--- src/rtl/cfifo_sink_pkg.sv ---
// -----------------------------------------------------------------------------
// cfifo_sink_pkg
// Shared definitions for the clocked drive/free sink:
//   sink_state_e : acceptance FSM states (IDLE, ACCEPT, STALL)
//   cnt_w()      : width of an occupancy counter able to hold 0..depth
//   MIN_SYNC     : smallest legal depth of an i_drive synchronizer chain
// -----------------------------------------------------------------------------
package cfifo_sink_pkg;

    typedef enum logic [1:0] {
        IDLE   = 2'd0,
        ACCEPT = 2'd1,
        STALL  = 2'd2
    } sink_state_e;

    localparam int MIN_SYNC = 2;

    function automatic int cnt_w(input int depth);
        return $clog2(depth + 1);
    endfunction

endpackage

--- src/rtl/cfifo_sync_sink_sync_chain.sv ---
// -----------------------------------------------------------------------------
// sync_chain
// Reset-to-0 flop chain that brings a two-phase request line (i_drive) into
// the clk domain. Usable by any clocked drive/free endpoint.
// Ports:
//   clk, rst : clock, asynchronous active-high reset
//   d        : asynchronous input level
//   q        : synchronized level, STAGES cycles later
// Parameters:
//   STAGES   : chain depth; values below MIN_SYNC are raised to MIN_SYNC
// -----------------------------------------------------------------------------
module sync_chain
    import cfifo_sink_pkg::*;
#(
    parameter int STAGES = 2
) (
    input  logic clk,
    input  logic rst,
    input  logic d,
    output logic q
);

    localparam int N = (STAGES < MIN_SYNC) ? MIN_SYNC : STAGES;

    logic [N-1:0] ff;

    always_ff @(posedge clk or posedge rst) begin
        if (rst) begin
            ff <= '0;
        end else begin
            ff <= {ff[N-2:0], d};
        end
    end

    assign q = ff[N-1];

endmodule

--- src/rtl/cfifo_sync_sink.sv ---
// -----------------------------------------------------------------------------
// cfifo_sync_sink
// Clocked terminating end of a two-phase drive/free micro-pipeline. Each
// i_drive transition is one token carrying bundled i_data. The word is
// captured into a small synchronous FIFO and acknowledged with one o_free
// transition. The FIFO head is presented show-ahead on a valid/ready port.
//
// Ports:
//   clk, rst    : system clock, asynchronous active-high reset
//   i_drive     : two-phase token request (either edge = one token)
//   i_data      : bundled data, stable until the matching o_free transition
//   o_free      : two-phase acknowledge, one transition per accepted token
//   o_valid     : FIFO head holds a word
//   o_data      : FIFO head word
//   i_ready     : consumer takes the head word when o_valid=1
//   o_count     : current FIFO occupancy
// Optional (macro CFIFO_SINK_STATS_EN):
//   i_stats_clr : synchronous clear of the stall counter (wins over increment)
//   o_stall_cnt : saturating count of cycles spent in STALL
//
// Handshake rules:
//   consumer side : a word transfers on every rising clk edge where
//                   o_valid=1 and i_ready=1; o_valid/o_data never depend
//                   combinationally on i_ready.
//   producer side : one token in flight; i_drive may toggle again only
//                   after o_free has toggled for the previous token.
// -----------------------------------------------------------------------------
module cfifo_sync_sink
    import cfifo_sink_pkg::*;
#(
    parameter int DATA_W      = 32,
    parameter int DEPTH       = 4,
    parameter int SYNC_STAGES = 2
) (
    input  logic                      clk,
    input  logic                      rst,
    input  logic                      i_drive,
    input  logic [DATA_W-1:0]         i_data,
    output logic                      o_free,
    output logic                      o_valid,
    output logic [DATA_W-1:0]         o_data,
    input  logic                      i_ready,
    output logic [cnt_w(DEPTH)-1:0]   o_count
`ifdef CFIFO_SINK_STATS_EN
    ,
    input  logic                      i_stats_clr,
    output logic [15:0]               o_stall_cnt
`endif
);

    localparam int CW = cnt_w(DEPTH);
    localparam int AW = $clog2(DEPTH);

    // ------------------------------------------------------------------
    // Token detection
    // ------------------------------------------------------------------
    logic drv_sync;
    logic drv_seen;
    logic tok;

    sync_chain #(
        .STAGES (SYNC_STAGES)
    ) u_sync (
        .clk (clk),
        .rst (rst),
        .d   (i_drive),
        .q   (drv_sync)
    );

    // drv_seen tracks the i_drive level already acknowledged, so any
    // difference from the synchronized level is a fresh token.
    assign tok = drv_sync ^ drv_seen;

    // ------------------------------------------------------------------
    // FIFO storage and bookkeeping
    // ------------------------------------------------------------------
    logic [DATA_W-1:0] mem [DEPTH];
    logic [AW-1:0]     wr_ptr;
    logic [AW-1:0]     rd_ptr;
    logic [AW-1:0]     rd_ptr_p1;
    logic [CW-1:0]     count;
    logic [DATA_W-1:0] head_q;
    logic              free_q;
    logic              pop;
    logic              push;
    logic              push_ok;

    assign rd_ptr_p1 = rd_ptr + AW'(1);
    assign o_valid   = (count != '0);
    assign pop       = o_valid & i_ready;
    // A pop in the same cycle frees the slot the push needs, so a full
    // FIFO can still accept.
    assign push_ok   = (count < CW'(DEPTH)) | pop;

    // ------------------------------------------------------------------
    // Acceptance FSM
    // ------------------------------------------------------------------
    sink_state_e state;
    sink_state_e state_nxt;

    always_ff @(posedge clk or posedge rst) begin
        if (rst) begin
            state <= IDLE;
        end else begin
            state <= state_nxt;
        end
    end

    always_comb begin
        state_nxt = state;
        push      = 1'b0;
        case (state)
            IDLE: begin
                if (tok) begin
                    state_nxt = ACCEPT;
                end
            end
            ACCEPT, STALL: begin
                if (push_ok) begin
                    push      = 1'b1;
                    state_nxt = IDLE;
                end else begin
                    state_nxt = STALL;
                end
            end
            default: begin
                state_nxt = IDLE;
            end
        endcase
    end

    // ------------------------------------------------------------------
    // Datapath registers
    // ------------------------------------------------------------------
    always_ff @(posedge clk) begin
        if (push) begin
            mem[wr_ptr] <= i_data;
        end
    end

    always_ff @(posedge clk or posedge rst) begin
        if (rst) begin
            wr_ptr   <= '0;
            rd_ptr   <= '0;
            count    <= '0;
            head_q   <= '0;
            free_q   <= 1'b0;
            drv_seen <= 1'b0;
        end else begin
            if (push) begin
                wr_ptr   <= wr_ptr + AW'(1);
                free_q   <= ~free_q;
                drv_seen <= ~drv_seen;
            end
            if (pop) begin
                rd_ptr <= rd_ptr + AW'(1);
            end
            case ({push, pop})
                2'b10:   count <= count + CW'(1);
                2'b01:   count <= count - CW'(1);
                default: count <= count;
            endcase
            // Head register: after a pop the next word is either already
            // in memory, or (when the FIFO held one word) is the word being
            // pushed this same cycle. A push into an empty FIFO bypasses
            // memory straight into the head.
            if (pop && (count > CW'(1))) begin
                head_q <= mem[rd_ptr_p1];
            end else if (push && ((count == '0) || pop)) begin
                head_q <= i_data;
            end
        end
    end

    assign o_free  = free_q;
    assign o_data  = head_q;
    assign o_count = count;

    // ------------------------------------------------------------------
    // Optional stall statistics
    // ------------------------------------------------------------------
`ifdef CFIFO_SINK_STATS_EN
    logic [15:0] stall_cnt;

    always_ff @(posedge clk or posedge rst) begin
        if (rst) begin
            stall_cnt <= '0;
        end else if (i_stats_clr) begin
            stall_cnt <= '0;
        end else if ((state == STALL) && (stall_cnt != 16'hFFFF)) begin
            stall_cnt <= stall_cnt + 16'd1;
        end
    end

    assign o_stall_cnt = stall_cnt;
`endif

    // ------------------------------------------------------------------
    // Handshake check: while a token is being accepted the synchronized
    // request must not move; if it does, the producer toggled i_drive
    // twice without waiting for o_free.
    // ------------------------------------------------------------------
`ifndef SYNTHESIS
    a_one_token_in_flight: assert property (
        @(posedge clk) disable iff (rst)
        (state != IDLE) |-> $stable(drv_sync)
    );
`endif

endmodule

--- config.mk ---
export PLATFORM = sky130hd
export DESIGN_NAME = cfifo_sync_sink
export DESIGN_NICKNAME = d
export VERILOG_FILES = /design/src/rtl/cfifo_sink_pkg.sv /design/src/rtl/cfifo_sync_sink_sync_chain.sv /design/src/rtl/cfifo_sync_sink.sv
export SDC_FILE = /design/constraint.sdc
export NUM_CORES = 1
export LEC_CHECK = 0
export ABC_AREA = 1
export CAP_MARGIN = 0
export CORE_ASPECT_RATIO = 1.5
export CORE_MARGIN = 10
export CORE_UTILIZATION = 57
export DETAILED_ROUTE_END_ITERATION = 8
export PLACE_DENSITY = 0.8
export REMOVE_ABC_BUFFERS = 1
export SKIP_LAST_GASP = 1
export SYNTH_ARGS = -nofsm -noshare
export SYNTH_HDL_FRONTEND = slang
export SYNTH_HIERARCHICAL = 1
export SYNTH_SLANG_ARGS = --single-unit
--- constraint.sdc ---
create_clock -name clk -period 3.3 [get_ports clk]
set_clock_uncertainty 0.1 [all_clocks]
set_input_delay 0.33 -clock clk [delete_from_list [all_inputs] [get_ports clk]]
set_output_delay 0.33 -clock clk [all_outputs]
set_load 0.02 [all_outputs]
Word-level counts from Yosys, hierarchy flattened
Memory sizes are Yosys's and may differ from the RTL's.
Cells that the tools add are included.
{"block": "totals", "regBits": 45, "latch_bits": 0, "mem_bits_rw": 128, "romBits": 0, "input_bits": 36, "output_inout_bits": 37, "word_cells": 44, "n_memories": 1}
{"memory": "mem", "depth": 4, "width": 32, "read_ports": 1, "rd_ports_with_merged_regs": 0, "write_ports": 1, "line": "cfifo_sync_sink.sv:77", "rtl": "logic [DATA_W-1:0] mem [DEPTH];"}
{"block": "op_classes", "add_sub_neg": 4, "n_mul": 0, "div_mod_pow": 0, "magnitude_cmp": 2, "eq_ne": 5, "n_shift": 0, "muxes": 10, "n_bitwise": 5, "reduce_logical": 9}
{"cell": "$mux W32", "count": 2}
{"cell": "$pmux W3 S2", "count": 1}
{"cell": "$add A2 B1 Y2 const B", "count": 2}
{"cell": "$eq A2 B1 Y1 const B", "count": 2}
{"cell": "$eq A2 B2 Y1 const B", "count": 2}
{"cell": "$mux W1", "count": 4}
{"cell": "$mux W2", "count": 2}
{"cell": "$pmux W2 S2", "count": 1}
{"cell": "$reduce_bool A2 Y1", "count": 2}
{"cell": "$add A3 B1 Y3 const B", "count": 1}
{"cell": "$gt A3 B1 Y1 const B", "count": 1}
{"cell": "$logic_not A3 Y1", "count": 1}
{"cell": "$lt A3 B3 Y1 const B", "count": 1}
{"cell": "$reduce_bool A3 Y1", "count": 1}
{"cell": "$sub A3 B1 Y3 const B", "count": 1}
{"cell": "$logic_and A1 B1 Y1", "count": 2}
{"cell": "$logic_not A2 Y1", "count": 1}
{"cell": "$ne A2 B2 Y1 const B", "count": 1}
{"cell": "$not A1 Y1", "count": 2}
{"cell": "$reduce_or A2 Y1", "count": 1}
{"cell": "$and A1 B1 Y1", "count": 1}
{"cell": "$logic_or A1 B1 Y1", "count": 1}
{"cell": "$or A1 B1 Y1", "count": 1}
{"cell": "$xor A1 B1 Y1", "count": 1}

Logic depth before layout (Yosys ltp)
{"block": "depth", "word_depth": 8, "ltp_mapped": 12, "ltp_nobuf": 9}

By module
The synthesis kept the hierarchy.
{"module": "cfifo_sync_sink", "instances": 1, "cells_per_inst": 757, "area_per_inst_um2": 7430.9, "seq_area_each_um2": 4919.7}
{"module": "sync_chain", "instances": 1, "cells_per_inst": 3, "area_per_inst_um2": 53.8, "seq_area_each_um2": 50.0}

Least setup slack after synthesis
No wires, ideal clock.
{"block": "synth_timing", "kind": "register to register", "startpoint": "reg state[0]", "endpoint": "mem mem[0][0], enable pin", "setup_time_ns": 0.421, "t_arrival_ns": 2.189, "required_ns": 2.779, "setup_slack_ns": 0.590, "stages_incl_launch_ff": 5, "path_buffers": 0, "synth_period_minus_slack_ns": 2.710, "cell_sequence": "dfrtp_1 inv_1 ha_1 o21ai_2 nor2_1"}
{"block": "synth_via", "elab_chain_len": 5, "word_cells_on_any_way": 6, "cone_classes": "2 x eq/ne; 3 x mux; 1 x reduce/logical"}
{"element": "start, declared", "line": "cfifo_sync_sink.sv:98", "rtl": "sink_state_e state;"}
{"element": "start signal, assigned", "line": "cfifo_sync_sink.sv:105", "rtl": "state <= state_nxt;"}
{"element": "$eq A2 B1 Y1 / $eq A2 B2 Y1 (equally long branches)", "line": "cfifo_sync_sink.sv:112", "rtl": "case (state)"}
{"element": "$reduce_or A2 Y1 (*)", "line": "cfifo_sync_sink.sv:112"}
{"element": "$mux W1 (*)", "line": "cfifo_sync_sink.sv:112"}
{"element": "$mux W1 (*)", "line": "cfifo_sync_sink.sv:136", "rtl": "if (push) begin"}
{"element": "$mux W1 (not written as such) (*)", "line": "cfifo_sync_sink.sv:137", "rtl": "mem[wr_ptr] <= i_data;"}
{"element": "end, declared", "line": "cfifo_sync_sink.sv:77"}
Every way passes the cells marked *; elsewhere a longest branch is shown, timed or not.

Worst setup path in the final report
{"block": "layout_timing", "startpoint": "reg rd_ptr[0]", "endpoint": "reg head_q[29] (netlist: o_data[29])"}
{"block": "layout_via", "elab_chain_len": 3}
{"element": "start, declared", "line": "cfifo_sync_sink.sv:79", "rtl": "logic [AW-1:0] rd_ptr;"}
{"element": "start signal, assigned", "line": "cfifo_sync_sink.sv:156", "rtl": "rd_ptr <= rd_ptr + AW'(1);"}
{"element": "$add A2 B1 Y2", "line": "cfifo_sync_sink.sv:88", "rtl": "assign rd_ptr_p1 = rd_ptr + AW'(1);"}
{"element": "$mem_v2 Z4 W32"}
{"element": "$mux W32", "line": "cfifo_sync_sink.sv:167", "rtl": "if (pop && (count > CW'(1))) begin"}
{"element": "end signal, assigned", "line": "cfifo_sync_sink.sv:168", "rtl": "head_q <= mem[rd_ptr_p1];"}
{"element": "end signal, assigned", "line": "cfifo_sync_sink.sv:170", "rtl": "head_q <= i_data;"}
{"element": "end, declared", "line": "cfifo_sync_sink.sv:82", "rtl": "logic [DATA_W-1:0] head_q;"}
Every way passes these cells.
A chain may end at the register's enable or synchronous reset.

==> metrics.txt <==
post-synthesis mux area share=0%; combinational share of power=43.1%; HP Class=in -> async; VDD IR max=0.0009662 V; #FFs+latches synth=173; Clk pwr share=21.1%; Cell Pwr Density=1070 nW/um^2; crit path max fanout=33; vias=5,466; Switching Share=40.15%; CTS tree=built; number of I/O pins=73; PortBufs=72; first-pass GRT wire length=28,300 um; Post-Synth XOR/XNOR Area=0.9361%; CTS max path bufs=2; area of placed instances=8313 sq um; fmax=386.1 MHz; placed cells=968; top cell type by total area after synthesis=edfxtp_1; DRT iter0 DRCs=392; number of clock sinks=173; combinational family with the most area after synthesis=simple AND/OR/NAND/NOR gates; diode count=0; root buffer cell=clkbuf_16; Final Hold Fails=0; vias in the first global route=5,721; R2R depth=10; total gr overflow=0; worst slew pin tran=1.021 ns; WP data arrival=2.80 ns; number of synthesized flops with an enable pin=128; clk_lat worst skew=0.41 ns; final setup vio count=0; DP Worst Slack=0.7778 ns; Slew Viols, Final=0; Total Wirelength=17,330 um; First-pass DRT Iterations=5; area fraction in compound gates after synthesis=0.7355%; largest net degree at the start of global routing=66; sequential area share after synthesis=66.40%; Mapped Avg Cell Area=9.848 sq um; Max-Cap Viols=0; fin crit share=78.48%; DRC Markers=0; area of the multi-input gates=2258 sq um; Non-Filler Instances=1,000; unrepaired setup endpoints after global routing=false; Post-Synth Simple-Gate Area=26.26%; Die Wd=113.6 um; top post-synthesis cells by area=edfxtp_1 51%, nand2_1 23%, dfrtp_1 15%; Post-Layout Inst Area=8909 sq um; ys async rst share=26.01%; routed vias/inst=5.466; post-synthesis adder-cell area fraction=1.839%; starting density of the core=57.78%; final worst setup slack=0.7102 ns; WL/cell=17.33 um; flop2flop setup slack=0.71 ns; hold buffers post-CTS=0; Reg power frac=35.9%; RD Place Congestion=0.8334; layout cells sized above 1=6.659%; Synth Flop Type=edfxtp_1; row cnt=51; H-tree levels=4; Period minus WS final=2.590 ns; setup TNS=0 ns; Max-slew headroom=31.83%; outcome=finished clean; post-synth cell types=23; GRT Util Overall=19.33%; initial antenna violation count=0; Post-Syn Area=7485 sq um; WS Path Type=reg -> reg; Leak=4.006 nW; sw power=3.826 mW; P_int=5.703 mW; cts repair resizes=0; register area=4970 sq um; CTS buffer count=17; fill cell count=909; Synth top cells by count=459 x nand2_1, 128 x edfxtp_1, 45 x dfrtp_1, 32 x nand3_1, 16 x buf_2; count leader, synth=nand2_1; nets=875; Cells after Synth=760; endpoint type of the worst setup path=flop; Area Overhead vs Synth=19.02%; number of routed nets with antenna violations=0; Worst Path Required=3.51 ns; core area=12,950 sq um; die area=18,210 sq um; startpoint types=flop; post-CTS repair timing setup buffer count=0; Yosys top cell area share=51.35%; Die Ht=160.3 um; dpl hpwl=10,550 um; Clk pin slew, worst setup/hold paths=0.06 ns; Warnings, synthesis=6
-- placed cells by master, fill, tap and decap left out --
cell type,n
nand2_1,459
o21ai_0,5
edfxtp_1,128
clkbuf_1,4
nand2_2,4
nor2_1,4
clkinv_1,1
clkinv_2,4
nand3_1,32
inv_1,14
nand3_2,1
xor2_1,3
ha_1,11
o21ai_2,1
bufinv_16,3
nor2_4,5
nand4_1,1
xnor2_1,5
clkbuf_8,3
clkbuf_16,17
dfrtp_1,45
a21oi_1,1
buf_4,13
a21oi_4,1
inv_2,4
clkdlybuf4s50_1,72
-- worst max-delay path, cell delays in order, from the launching register on --
cell and delay (ns):
dfrtp_1 0.76, inv_2 0.08, nand2_2 0.07, buf_4 0.37, nand2_2 0.53, nand2_1 0.21, nand2_1 0.08, nand2_1 0.07
nand2_1 0.08, nand2_1 0.06, nand2_1 0.05
-- cell type report --
type / instances / area share, %
flip-flops and latches: 173 / 55.79
multi-input cells: 533 / 25.35
repair buffers: 85 / 9.185
clock buffers: 24 / 5.407
well taps: 159 / 2.233
clock inverters: 8 / 1.278
inverters: 18 / 0.7584
-- state kept, by name, summed over array words and instances (netlist names) --
| register | cells |
|---|---|
| wr_ptr | 2 |
| drv_seen | 1 |
| o_free | 1 |
| o_count | 3 |
| mem | 128 |
| u_sync/ff | 2 |
| rd_ptr | 2 |
| state | 2 |
| o_data | 32 |
-- stage by stage --
step           total power [mW]  hold WS [ns]  util, %
2_1_floorplan             5.920      -0.02882        -
3_3_place_gp              7.304        0.2371    64.17
3_5_place_dp              7.495        0.2512    64.17
4_1_cts                   9.549      0.008551    68.77
5_1_grt                   10.15       0.02338    68.77
6_report                  9.529       0.01971    68.77
-- path summary, 6_finish.rpt --
kind / startpoint / to
min in group clk: u_sync/ff[0] / u_sync/ff[1]
max in group asynchronous: rst / rd_ptr[1]
worst min-delay path: rst / u_sync/ff[0]
worst max register to register: rd_ptr[0] / o_data[29]
worst min register to register: u_sync/ff[0] / u_sync/ff[1]
worst max-delay path: rd_ptr[0] / o_data[29]
-- metal layers --
| metal | wire length [um] | up-vias | global-route usage [%] |
|---|---|---|---|
| met1 | 6215 | 2617 | 21.10 |
| li1 | - | 2565 | - |
| met5 | 0 | - | 0 |
| met3 | 1327 | 33 | 4.922 |
| met4 | 350 | 0 | 7.407 |
| met2 | 9437 | 251 | 34.65 |
-- power groups by stage --
stage	Sequential (mW)	Clock [mW]	Combinational, mW
after global placement	3.42	0	3.88
after detailed placement	3.45	0	4.04
after global routing	3.48	2.11	4.56
after CTS	3.42	2.02	4.11
after floorplan	3.68	0	2.24
final	3.42	2.01	4.10
-- cells by family (layout without fill, tap and decap cells) --
group	Yosys count	count (layout)
AOI/OAI and AO/OA	8	8
xor gates and xnor gates	8	8
adders and majority gates	11	11
buffers and inverters	54	135
DFF	173	173
and+or+nand+nor	506	506
Note: power is estimated with default switching activity, not from simulation.
